==> src/rtl/multicycle_controller.sv <==
// Moore FSM sequencing the shared-ALU, shared-memory multicycle RV32I datapath.
// Optional memory handshake stalls are enabled by defining CTRL_MEM_WAIT_EN.
module multicycle_controller #(
  parameter int WIDTH = 32
) (
  input  logic             clk,
  input  logic             rst,
  input  logic [WIDTH-1:0] instr,
  input  logic             zero,
  input  logic             mem_ready,
  output logic             pc_write,
  output logic             adr_src,
  output logic             mem_write,
  output logic             ir_write,
  output logic             reg_write,
  output logic [1:0]       result_src,
  output logic [1:0]       alu_src_a,
  output logic [1:0]       alu_src_b,
  output logic [1:0]       imm_src,
  output logic [3:0]       alu_control,
  output logic             illegal_instr
);

  typedef enum logic [3:0] {
    S_FETCH, S_DECODE, S_MEMADR, S_MEMREAD, S_MEMWB, S_MEMWRITE,
    S_EXECR, S_EXECI, S_JAL, S_ALUWB, S_BEQ
  } state_e;

  localparam logic [6:0] OP_LW  = 7'b0000011;
  localparam logic [6:0] OP_SW  = 7'b0100011;
  localparam logic [6:0] OP_R   = 7'b0110011;
  localparam logic [6:0] OP_I   = 7'b0010011;
  localparam logic [6:0] OP_BEQ = 7'b1100011;
  localparam logic [6:0] OP_JAL = 7'b1101111;

  state_e     state_q, state_d, cur;
  logic [6:0] opcode;
  logic [2:0] funct3;
  logic       bit30;
  logic       pc_update, branch, mem_go;
  logic       unused_bits;

  assign opcode      = instr[6:0];
  assign funct3      = instr[14:12];
  assign bit30       = instr[30];
  assign unused_bits = ^{instr, mem_ready};

`ifdef CTRL_MEM_WAIT_EN
  assign mem_go = mem_ready;
`else
  assign mem_go = 1'b1;
`endif

  // sub is only reachable from R-type; sra from both R- and I-type
  function automatic logic [3:0] funct_op(input logic [2:0] f3, input logic b30, input logic is_r);
    case (f3)
      3'b000:  funct_op = (b30 && is_r) ? 4'b0001 : 4'b0000;
      3'b001:  funct_op = 4'b0110;
      3'b010:  funct_op = 4'b0101;
      3'b011:  funct_op = 4'b1001;
      3'b100:  funct_op = 4'b0100;
      3'b101:  funct_op = b30 ? 4'b1000 : 4'b0111;
      3'b110:  funct_op = 4'b0011;
      default: funct_op = 4'b0010;
    endcase
  endfunction

  always_ff @(posedge clk) begin
    if (!rst) state_q <= S_FETCH;
    else      state_q <= state_d;
  end

  always_comb begin
    case (opcode)
      OP_SW:   imm_src = 2'b01;
      OP_BEQ:  imm_src = 2'b10;
      OP_JAL:  imm_src = 2'b11;
      default: imm_src = 2'b00;
    endcase
  end

  // While reset is low the selects show FETCH and every strobe is suppressed
  always_comb begin
    cur           = rst ? state_q : S_FETCH;
    state_d       = cur;
    adr_src       = 1'b0;
    mem_write     = 1'b0;
    ir_write      = 1'b0;
    reg_write     = 1'b0;
    result_src    = 2'b00;
    alu_src_a     = 2'b00;
    alu_src_b     = 2'b00;
    alu_control   = 4'b0000;
    illegal_instr = 1'b0;
    pc_update     = 1'b0;
    branch        = 1'b0;
    case (cur)
      S_FETCH: begin
        ir_write   = mem_go;
        pc_update  = mem_go;
        alu_src_b  = 2'b10;
        result_src = 2'b10;
        if (mem_go) state_d = S_DECODE;
      end
      S_DECODE: begin
        alu_src_a = 2'b01;
        alu_src_b = 2'b01;
        case (opcode)
          OP_LW, OP_SW: state_d = S_MEMADR;
          OP_R:         state_d = S_EXECR;
          OP_I:         state_d = S_EXECI;
          OP_JAL:       state_d = S_JAL;
          OP_BEQ:       state_d = S_BEQ;
          default: begin
            state_d       = S_FETCH;
            illegal_instr = 1'b1;
          end
        endcase
      end
      S_MEMADR: begin
        alu_src_a = 2'b10;
        alu_src_b = 2'b01;
        state_d   = (opcode == OP_SW) ? S_MEMWRITE : S_MEMREAD;
      end
      S_MEMREAD: begin
        adr_src = 1'b1;
        if (mem_go) state_d = S_MEMWB;
      end
      S_MEMWB: begin
        result_src = 2'b01;
        reg_write  = 1'b1;
        state_d    = S_FETCH;
      end
      S_MEMWRITE: begin
        adr_src   = 1'b1;
        mem_write = 1'b1;
        if (mem_go) state_d = S_FETCH;
      end
      S_EXECR: begin
        alu_src_a   = 2'b10;
        alu_control = funct_op(funct3, bit30, 1'b1);
        state_d     = S_ALUWB;
      end
      S_EXECI: begin
        alu_src_a   = 2'b10;
        alu_src_b   = 2'b01;
        alu_control = funct_op(funct3, bit30, 1'b0);
        state_d     = S_ALUWB;
      end
      S_JAL: begin
        alu_src_a = 2'b01;
        alu_src_b = 2'b10;
        pc_update = 1'b1;
        state_d   = S_ALUWB;
      end
      S_ALUWB: begin
        reg_write = 1'b1;
        state_d   = S_FETCH;
      end
      S_BEQ: begin
        alu_src_a   = 2'b10;
        alu_control = 4'b0001;
        branch      = 1'b1;
        state_d     = S_FETCH;
      end
      default: state_d = S_FETCH;
    endcase
    if (!rst) begin
      ir_write      = 1'b0;
      mem_write     = 1'b0;
      reg_write     = 1'b0;
      illegal_instr = 1'b0;
      pc_update     = 1'b0;
      branch        = 1'b0;
    end
  end

  assign pc_write = pc_update | (branch & zero);

endmodule

==> config.mk <==
export PLATFORM = sky130hd
export DESIGN_NAME = multicycle_controller
export DESIGN_NICKNAME = d
export VERILOG_FILES = /design/src/rtl/multicycle_controller.sv
export SDC_FILE = /design/constraint.sdc
export NUM_CORES = 1
export LEC_CHECK = 0
export BUFFER_PORTS_ARGS = -buffer_cell sky130_fd_sc_hd__buf_2
export CAP_MARGIN = 20
export CORE_MARGIN = 2
export CORE_UTILIZATION = 39
export CTS_CLUSTER_SIZE = 30
export DETAILED_ROUTE_END_ITERATION = 8
export PLACE_DENSITY = 0.83
export SYNTH_ARGS = -nofsm -noshare
export SYNTH_HDL_FRONTEND = slang
export SYNTH_SLANG_ARGS = --single-unit
==> constraint.sdc <==
create_clock -name clk -period 2.9 [get_ports clk]
set_clock_uncertainty 0.15 [all_clocks]
set_input_delay 0.435 -clock clk [delete_from_list [all_inputs] [get_ports clk]]
set_output_delay 0.435 -clock clk [all_outputs]
set_load 0.02 [all_outputs]
# Word level (Yosys, flattened, before mapping)
# Index checks and enable logic that the tools add are counted.
# op_classes
n_mux	27
n_eq_ne	22
reduce_logical	11
bitwise	2
# op_table
cell	count
case mux 4 bit (7 select lines)	2
case mux 4 bit (5 select lines)	2
== test 4 x 3 -> 1 bit (second input constant)	4
2-to-1 mux 1 bit	15
== test 7 x 6 -> 1 bit (second input constant)	2
== test 7 bit (second input constant)	2
== test 4 bit (second input constant)	3
case mux 2 bit (2 select lines)	3
case mux 4 bit (3 select lines)	1
OR reduction 2 bit	5
== test 3 bit (second input constant)	3
== test 4 x 2 -> 1 bit (second input constant)	2
2-to-1 mux 4 bit	2
== test 7 x 2 -> 1 bit (second input constant)	1
== test 7 x 5 -> 1 bit (second input constant)	1
== test 3 x 2 -> 1 bit (second input constant)	2
case mux 2 bit (3 select lines)	1
OR reduction 3 bit	2
OR reduction 6 bit	1
== test 4 x 1 -> 1 bit (second input constant)	1
zero test 4 bit	1
OR reduction 4 bit	1
== test 3 x 1 -> 1 bit (second input constant)	1
zero test 3 bit	1
other kinds (3)	3
# totals
output_inout_bits	18
ff_bits	4
input_bits	36
elab_cells	63

# Depth between registers and ports, before layout
# Gate-level depths: netlist (run 1).
# logic_depth
ltp_word	6
mapped_depth	5
depth_no_buf	4

# Least setup slack after synthesis (run 1)
# No wires, ideal clock.
# synth_path
path_type	reg2out
from	register state_q[2]
to	output port adr_src
required_ps	2315
t_arrival_ps	1425
setup_slack_ps	890
stages_incl_launch_ff	5
n_path_buf	1
cell_sequence	dfxtp_1 > buf_2 > nand2b_1 > nor3_1 > nand2b_1
# synth_between
elab_chain_cells	4
word_cells_on_any_way	5
cone_classes	2 x eq/ne; 2 x mux; 1 x reduce/logical
# synth_rtl
item	line	source
from (decl)	36	state_e state_q, state_d, cur;
from (signal assigned)	70	else state_q <= state_d;
2-to-1 mux 4 bit *	84	cur = rst ? state_q : S_FETCH;
== test 4 x 3 -> 1 bit or == test 4 x 2 -> 1 bit (tied branches)	97	case (cur)
OR reduction 2 bit (no line) *	-	
2-to-1 mux 1 bit *	97	
to (decl)	12	output logic adr_src,
# Mark *: on every way between the ends. The rest lies on a longest branch, timed or not.

# Worst setup path after layout (run 1)
# layout_path
from	register state_q[3]
to	output port alu_control[2]
# layout_between
elab_chain_cells	3
word_cells_on_any_way	5
cone_classes	3 x eq/ne; 2 x mux
# layout_rtl
item	line	source
2-to-1 mux 4 bit *	84	
== test 4 bit or == test 4 x 3 -> 1 bit (tied branches)	97	
case mux 4 bit (3 select lines) *	97	
to (decl)	20	output logic [3:0] alu_control,
# Marks and branches as above.

==> summary.txt, run 1 <==
Run status
  – Outcome: finished clean

Worst setup path
  – Required @ worst endpoint: 2320 ps
  – Reg2Reg Depth: 4
  – Setup crit start kind: flip-flop
  – Worst Setup End Kind: output pin
  – Setup crit start: state_q[3]$_SDFF_PN0_
  – Worst R2R End: state_q[2]$_SDFF_PN0_
  – R2R setup slack: 1340 ps
  – Crit path DAT: 1630 ps
  – Worst r2r src: state_q[1]$_SDFF_PN0_
  – CP Max Fanout: 14
  – Crit path kind: flip-flop to output pin

Yosys
  – Syn avg cell area: 6.72 um^2
  – Sequential share of the synthesized area: 0.134
  – Main synth FF type: dfxtp_1
  – Cell taking the most area after synthesis: dfxtp_1
  – Post-synthesis xor/xnor area fraction: 0.0293
  – Multiplexer share of the synthesized area: 0
  – Main combinational cell family by area after synthesis: simple AND/OR/NAND/NOR gates
  – Top post-synthesis cells by count: 12 x nand2_1, 10 x nor3_1, 7 x nor2_1, 6 x o21ai_0, 5 x nand2b_1
  – Synth cell types: 36
  – Compound-cell area share of the yosys netlist: 0.253
  – Gate Count Post-Synth: 89
  – Number of synthesized flops with an enable pin: 0
  – Most numerous cell in the Yosys netlist: nand2_1
  – Syn. warnings: 0
  – Synth top area cells: dfxtp_1 13%, nor3_1 8.4%, nand2_1 7.5%, nand2b_1 5.2%, o21ai_0 5.0%
  – Mapped Area: 598 um^2
  – Post-Synth Adder-Cell Area: 0
  – Top-area cell type share of the netlist area: 0.134
  – Post-Synth Simple-Gate Area: 0.540
  – Synth Register Bits: 4
  – Share of flip-flops with an asynchronous set or reset: 0
  – Syn Nets: 125

Route
  – First DRT Iteration DRCs: 21
  – Vias: 762
  – Residual DRC: 0
  – Per-cell routed wire length: 11.5 um
  – Final ANT Viol Nets: 0
  – Vias per cell: 5.69
  – 1st-pass router iterations: 4
  – Routed Wire Length: 1.54 mm

Timing
  – Least-Margin Pin Slew: 487 ps
  – Setup violators final: 0
  – Setup TNS: 0 ps
  – Fin. max-slew vios: 0
  – Relative slew margins: 0.675
  – RSZ-0062 raised after global routing: false
  – Tmin final: 2220 ps
  – Final hold violation count: 0
  – Fmax: 0.451 GHz
  – Crit share post-route: 0.764

Power and ir drop
  – Lkg Pwr: 0.000361 uW
  – PwrDens: 257 mW/mm^2
  – Maximum vdd ir drop: 0.000153 V

Global routing
  – First-pass GRT wire length: 2.53 mm
  – Total GRT Usage: 0.175
  – Vias in the first global route: 634
  – Initial antenna violation count: 0
  – Grt total ovfl: 0
  – Largest net degree at the start of global routing: 15

Finish
  – Final design utilization: 0.523
  – Largest regs: state_q (4)
  – Filler cell count in the final layout: 161
  – Max reg flops: 4
  – Layout cell share with drive strength beyond 1: 0.331
  – Largest Register: state_q
  – # diodes: 0
  – Layout Cells excl Fill: 134
  – # nets final: 156
  – Area Overhead vs Synth: 28.7%

Place
  – Routability congestion estimate from global placement: 0.834
  – Port buffer count: 31
  – HPWL Detailed: 1.18 mm
  – Cells after DPL: 131

Min path
  – Worst hold path type: primary input to flip-flop
  – Worst Hold Path EP: state_q[2]$_SDFF_PN0_
  – WHS Path Cells: 3
  – Hold_sp: instr[4]

CTS
  – Clock buffer depth: 2
  – # hold bufs at CTS: 0
  – CTS root buf: clkbuf_4
  – Post_cts resized: 0
  – H-tree levels: 1
  – CTS tree: yes
  – Worst-path clk slew: 40 ps
  – Post-CTS Setup Bufs: 0
  – Skew-Pair Late Insertion Delay: 240 ps
  – CTS buffer count: 3
  – Clk sinks: 4

Floorplan
  – Core area: 0.00147 mm^2
  – Row Count: 14
  – IO Count: 54
  – Horiz. Die Dim: 43.2 um
  – Die H: 43.2 um
  – Die area: 0.00186 mm^2
  – Initial Util: 0.406

Job
  – Max Cap Violations: 0
==> cell type report <==
cell class / count / area, um^2 / area share
Sequential cell: 4 / 80.1 / 0.104
Multi-Input combinational cell: 80 / 492 / 0.639
Clock buffer: 3 / 22.5 / 0.0293
Tap cell: 16 / 20.0 / 0.0260
Timing Repair Buffer: 31 / 155 / 0.202
==> metrics by stage <==
stage | power, uW | cell area (um^2) | hold WS [ps] | setup WS [ps]
after global placement | 123 | 747 | 487 | 917
after floorplan | 99.6 | 598 | 489 | 890
after CTS | 198 | 769 | 398 | 674
after global routing | 210 | 769 | 420 | 507
after detailed placement | 125 | 747 | 497 | 905
final | 198 | 769 | 404 | 684
==> power breakdown <==
group          total, uW  switching [uW]  internal (uW)  leakage, uW
Combinational       63.8            37.5           26.3     0.000314
Clock               72.6            26.1           46.5    0.0000138
Sequential          61.3            4.58           56.7    0.0000326
==> cell usage in the layout, fill, tap and decap left out, types with 3 or more instances in the layout <==
cell	count
buf_2	31
nand2_1	12
nor3_1	10
nor2_1	7
o21ai_0	6
nand2b_1	5
nand3_1	4
a21oi_1	4
dfxtp_1	4
clkbuf_4	3
==> critical path, stage by stage (launching register included) <==
cell	delay, ps
dfxtp_1	430
nand2b_1	280
nor2_1	220
nand2_1	70
a311oi_1	180
buf_2	200
==> worst max path at each step <==
stage                           to  slack [ps]  cells past startpoint
finish              alu_control[2]         680                      5
global route        alu_control[2]         510                      5
CTS                 alu_control[2]         670                      5
detailed placement         adr_src         900                      5
global placement           adr_src         920                      5
floorplan                  adr_src         890                      4
==> logic make-up (layout without fill, tap and decap cells) <==
family          count (synthesis)  in the layout
compound gates                 22             22
xor+xnor                        2              2
buf+inv                         5             34
flops                           4              4
simple gates                   56             56
==> routing by layer <==
layer	track usage	vias to the layer above	part of all wire
li1	-	391	-
met2	0.281	25	0.46
met3	0.0255	2	0.054
met4	0.0909	0	0.010
met5	0	-	0
met1	0.224	344	0.47
Note: power is estimated with default switching activity, not from simulation.
==> run 2, diff against run 1 <==
--- a/config.mk
+++ b/config.mk
@@ -8,10 +8,10 @@
 export BUFFER_PORTS_ARGS = -buffer_cell sky130_fd_sc_hd__buf_2
 export CAP_MARGIN = 20
 export CORE_MARGIN = 2
-export CORE_UTILIZATION = 39
+export CORE_UTILIZATION = 33
 export CTS_CLUSTER_SIZE = 30
 export DETAILED_ROUTE_END_ITERATION = 8
-export PLACE_DENSITY = 0.83
+export PLACE_DENSITY = 0.75
 export SYNTH_ARGS = -nofsm -noshare
 export SYNTH_HDL_FRONTEND = slang
 export SYNTH_SLANG_ARGS = --single-unit
==> constraint.sdc (replaced) <==
create_clock -name clk -period 2 [get_ports clk]
set_clock_uncertainty 0.15 [all_clocks]
set_input_delay 0.3 -clock clk [delete_from_list [all_inputs] [get_ports clk]]
set_output_delay 0.3 -clock clk [all_outputs]
set_load 0.02 [all_outputs]
==> summary.txt, run 2 (synthesis gave the netlist of run 1 again) <==
CTS
  – Skew-Pair Late Insertion Delay: 240 ps
  – Worst-path clk slew: 40 ps
  – H-tree levels: 1
  – Post-CTS Setup Bufs: 0
  – # hold bufs at CTS: 0
  – Clk sinks: 4
  – Post_cts resized: 3
  – CTS root buf: clkbuf_4
  – CTS tree: yes
  – CTS buffer count: 3
  – Clock buffer depth: 2

Route
  – Vias: 754
  – Vias per cell: 5.24
  – 1st-pass router iterations: 4
  – Routed Wire Length: 1.66 mm
  – Per-cell routed wire length: 11.6 um
  – Residual DRC: 0
  – Final ANT Viol Nets: 0
  – First DRT Iteration DRCs: 22

Timing
  – Setup violators final: 0
  – Final hold violation count: 0
  – Crit share post-route: 0.954
  – Relative slew margins: 0.739
  – RSZ-0062 raised after global routing: false
  – Tmin final: 1910 ps
  – Fmax: 0.524 GHz
  – Fin. max-slew vios: 0
  – Setup TNS: 0 ps
  – Least-Margin Pin Slew: 381 ps
  – Worst setup margin: 92.1 ps

Worst setup path
  – Crit path largest cell delay: 480 ps
  – CP Max Fanout: 14
  – Required @ worst endpoint: 1550 ps
  – Worst Setup End Kind: output pin
  – CP Cell Sequence: nand2b_4 -> or3_1 -> nand2b_1 -> buf_2
  – CP max stage cell: dfxtp_2
  – Setup crit start kind: flip-flop
  – Crit path buffers/inverters: 1
  – Crit path kind: flip-flop to output pin
  – R2R setup slack: 560 ps
  – Crit path DAT: 1460 ps
  – CP delay by family, top: simple AND/OR/NAND/NOR gates

Finish
  – Layout cell share with drive strength beyond 1: 0.378
  – Most frequent cells in the layout: 31 x buf_2, 12 x nand2_1, 10 x nor3_1
  – # nets final: 157
  – Most common cell after layout, fill and taps aside: buf_2
  – Max reg flops: 4
  – Largest regs: state_q (4)
  – Layout Cells excl Fill: 144
  – Filler cell count in the final layout: 196
  – Area Overhead vs Synth: 34.5%
  – Final design utilization: 0.471
  – # diodes: 0
  – Largest Register: state_q

Job
  – Max Cap Violations: 0

Place
  – Cells after DPL: 141
  – HPWL Detailed: 1.24 mm
  – Port buffer count: 31
  – Post-Place Worst Slack: 143 ps
  – Routability congestion estimate from global placement: 0.821

Power and ir drop
  – Total power draw: 284 uW
  – PwrDens: 353 mW/mm^2
  – Lkg Pwr: 0.000369 uW
  – Maximum vdd ir drop: 0.000187 V

Min path
  – Worst hold path type: primary input to flip-flop

Global routing
  – Total GRT Usage: 0.166
  – Grt total ovfl: 0
  – Vias in the first global route: 593
  – First-pass GRT wire length: 2.52 mm
  – Largest net degree at the start of global routing: 15
  – Initial antenna violation count: 0

Floorplan
  – Die area: 0.00217 mm^2
  – Row Count: 15
  – IO Count: 54
  – Horiz. Die Dim: 46.6 um
  – Initial Util: 0.350
  – Die H: 46.6 um
  – Core area: 0.00171 mm^2

Run status
  – Outcome: finished clean
-- run 2: cell type report --
class / count / area [um^2] / share of cell area
clock buffers: 3 / 22.5 / 0.0280
multi-input cells: 80 / 502 / 0.624
flip-flops and latches: 4 / 86.3 / 0.107
repair buffers: 32 / 163 / 0.202
well taps: 25 / 31.3 / 0.0389
-- run 2: tightest hold or removal path, delay by kind of cell --
kind            cells  cell delay (ps)
buf+inv             1              100
compound gates      2              230
-- run 2: per-layer routing --
layer / vias to the layer above / routed length, um / global-route usage
met4: 0 / 19 / 0.103
met2: 24 / 757 / 0.236
met5: - / 0 / 0
met3: 2 / 72 / 0.0353
met1: 336 / 814 / 0.223
li1: 392 / - / -
-- run 2: path summary, 6_finish.rpt --
| path | from | to | depth (start not counted) |
|---|---|---|---|
| worst max register to register | state_q[3]$_SDFF_PN0_ | state_q[2]$_SDFF_PN0_ | 5 |
| worst min register to register | state_q[0]$_SDFF_PN0_ | state_q[0]$_SDFF_PN0_ | 1 |
| worst max-delay path | state_q[1]$_SDFF_PN0_ | adr_src | 4 |
| worst min-delay path | instr[4] | state_q[2]$_SDFF_PN0_ | 3 |
-- run 2: per-stage QoR --
step                hold slack, ps  cell area (um^2)
floorplan                      373               598
detailed placement             506               766
global placement               498               766
CTS                            266               792
finish                         271               805
global route                   285               805
-- run 2: power breakdown --
| group | total [uW] | internal [uW] | switching [uW] |
|---|---|---|---|
| Sequential | 88.5 | 82.1 | 6.42 |
| Combinational | 93.3 | 38.5 | 54.8 |
| Clock | 102 | 67.3 | 34.9 |
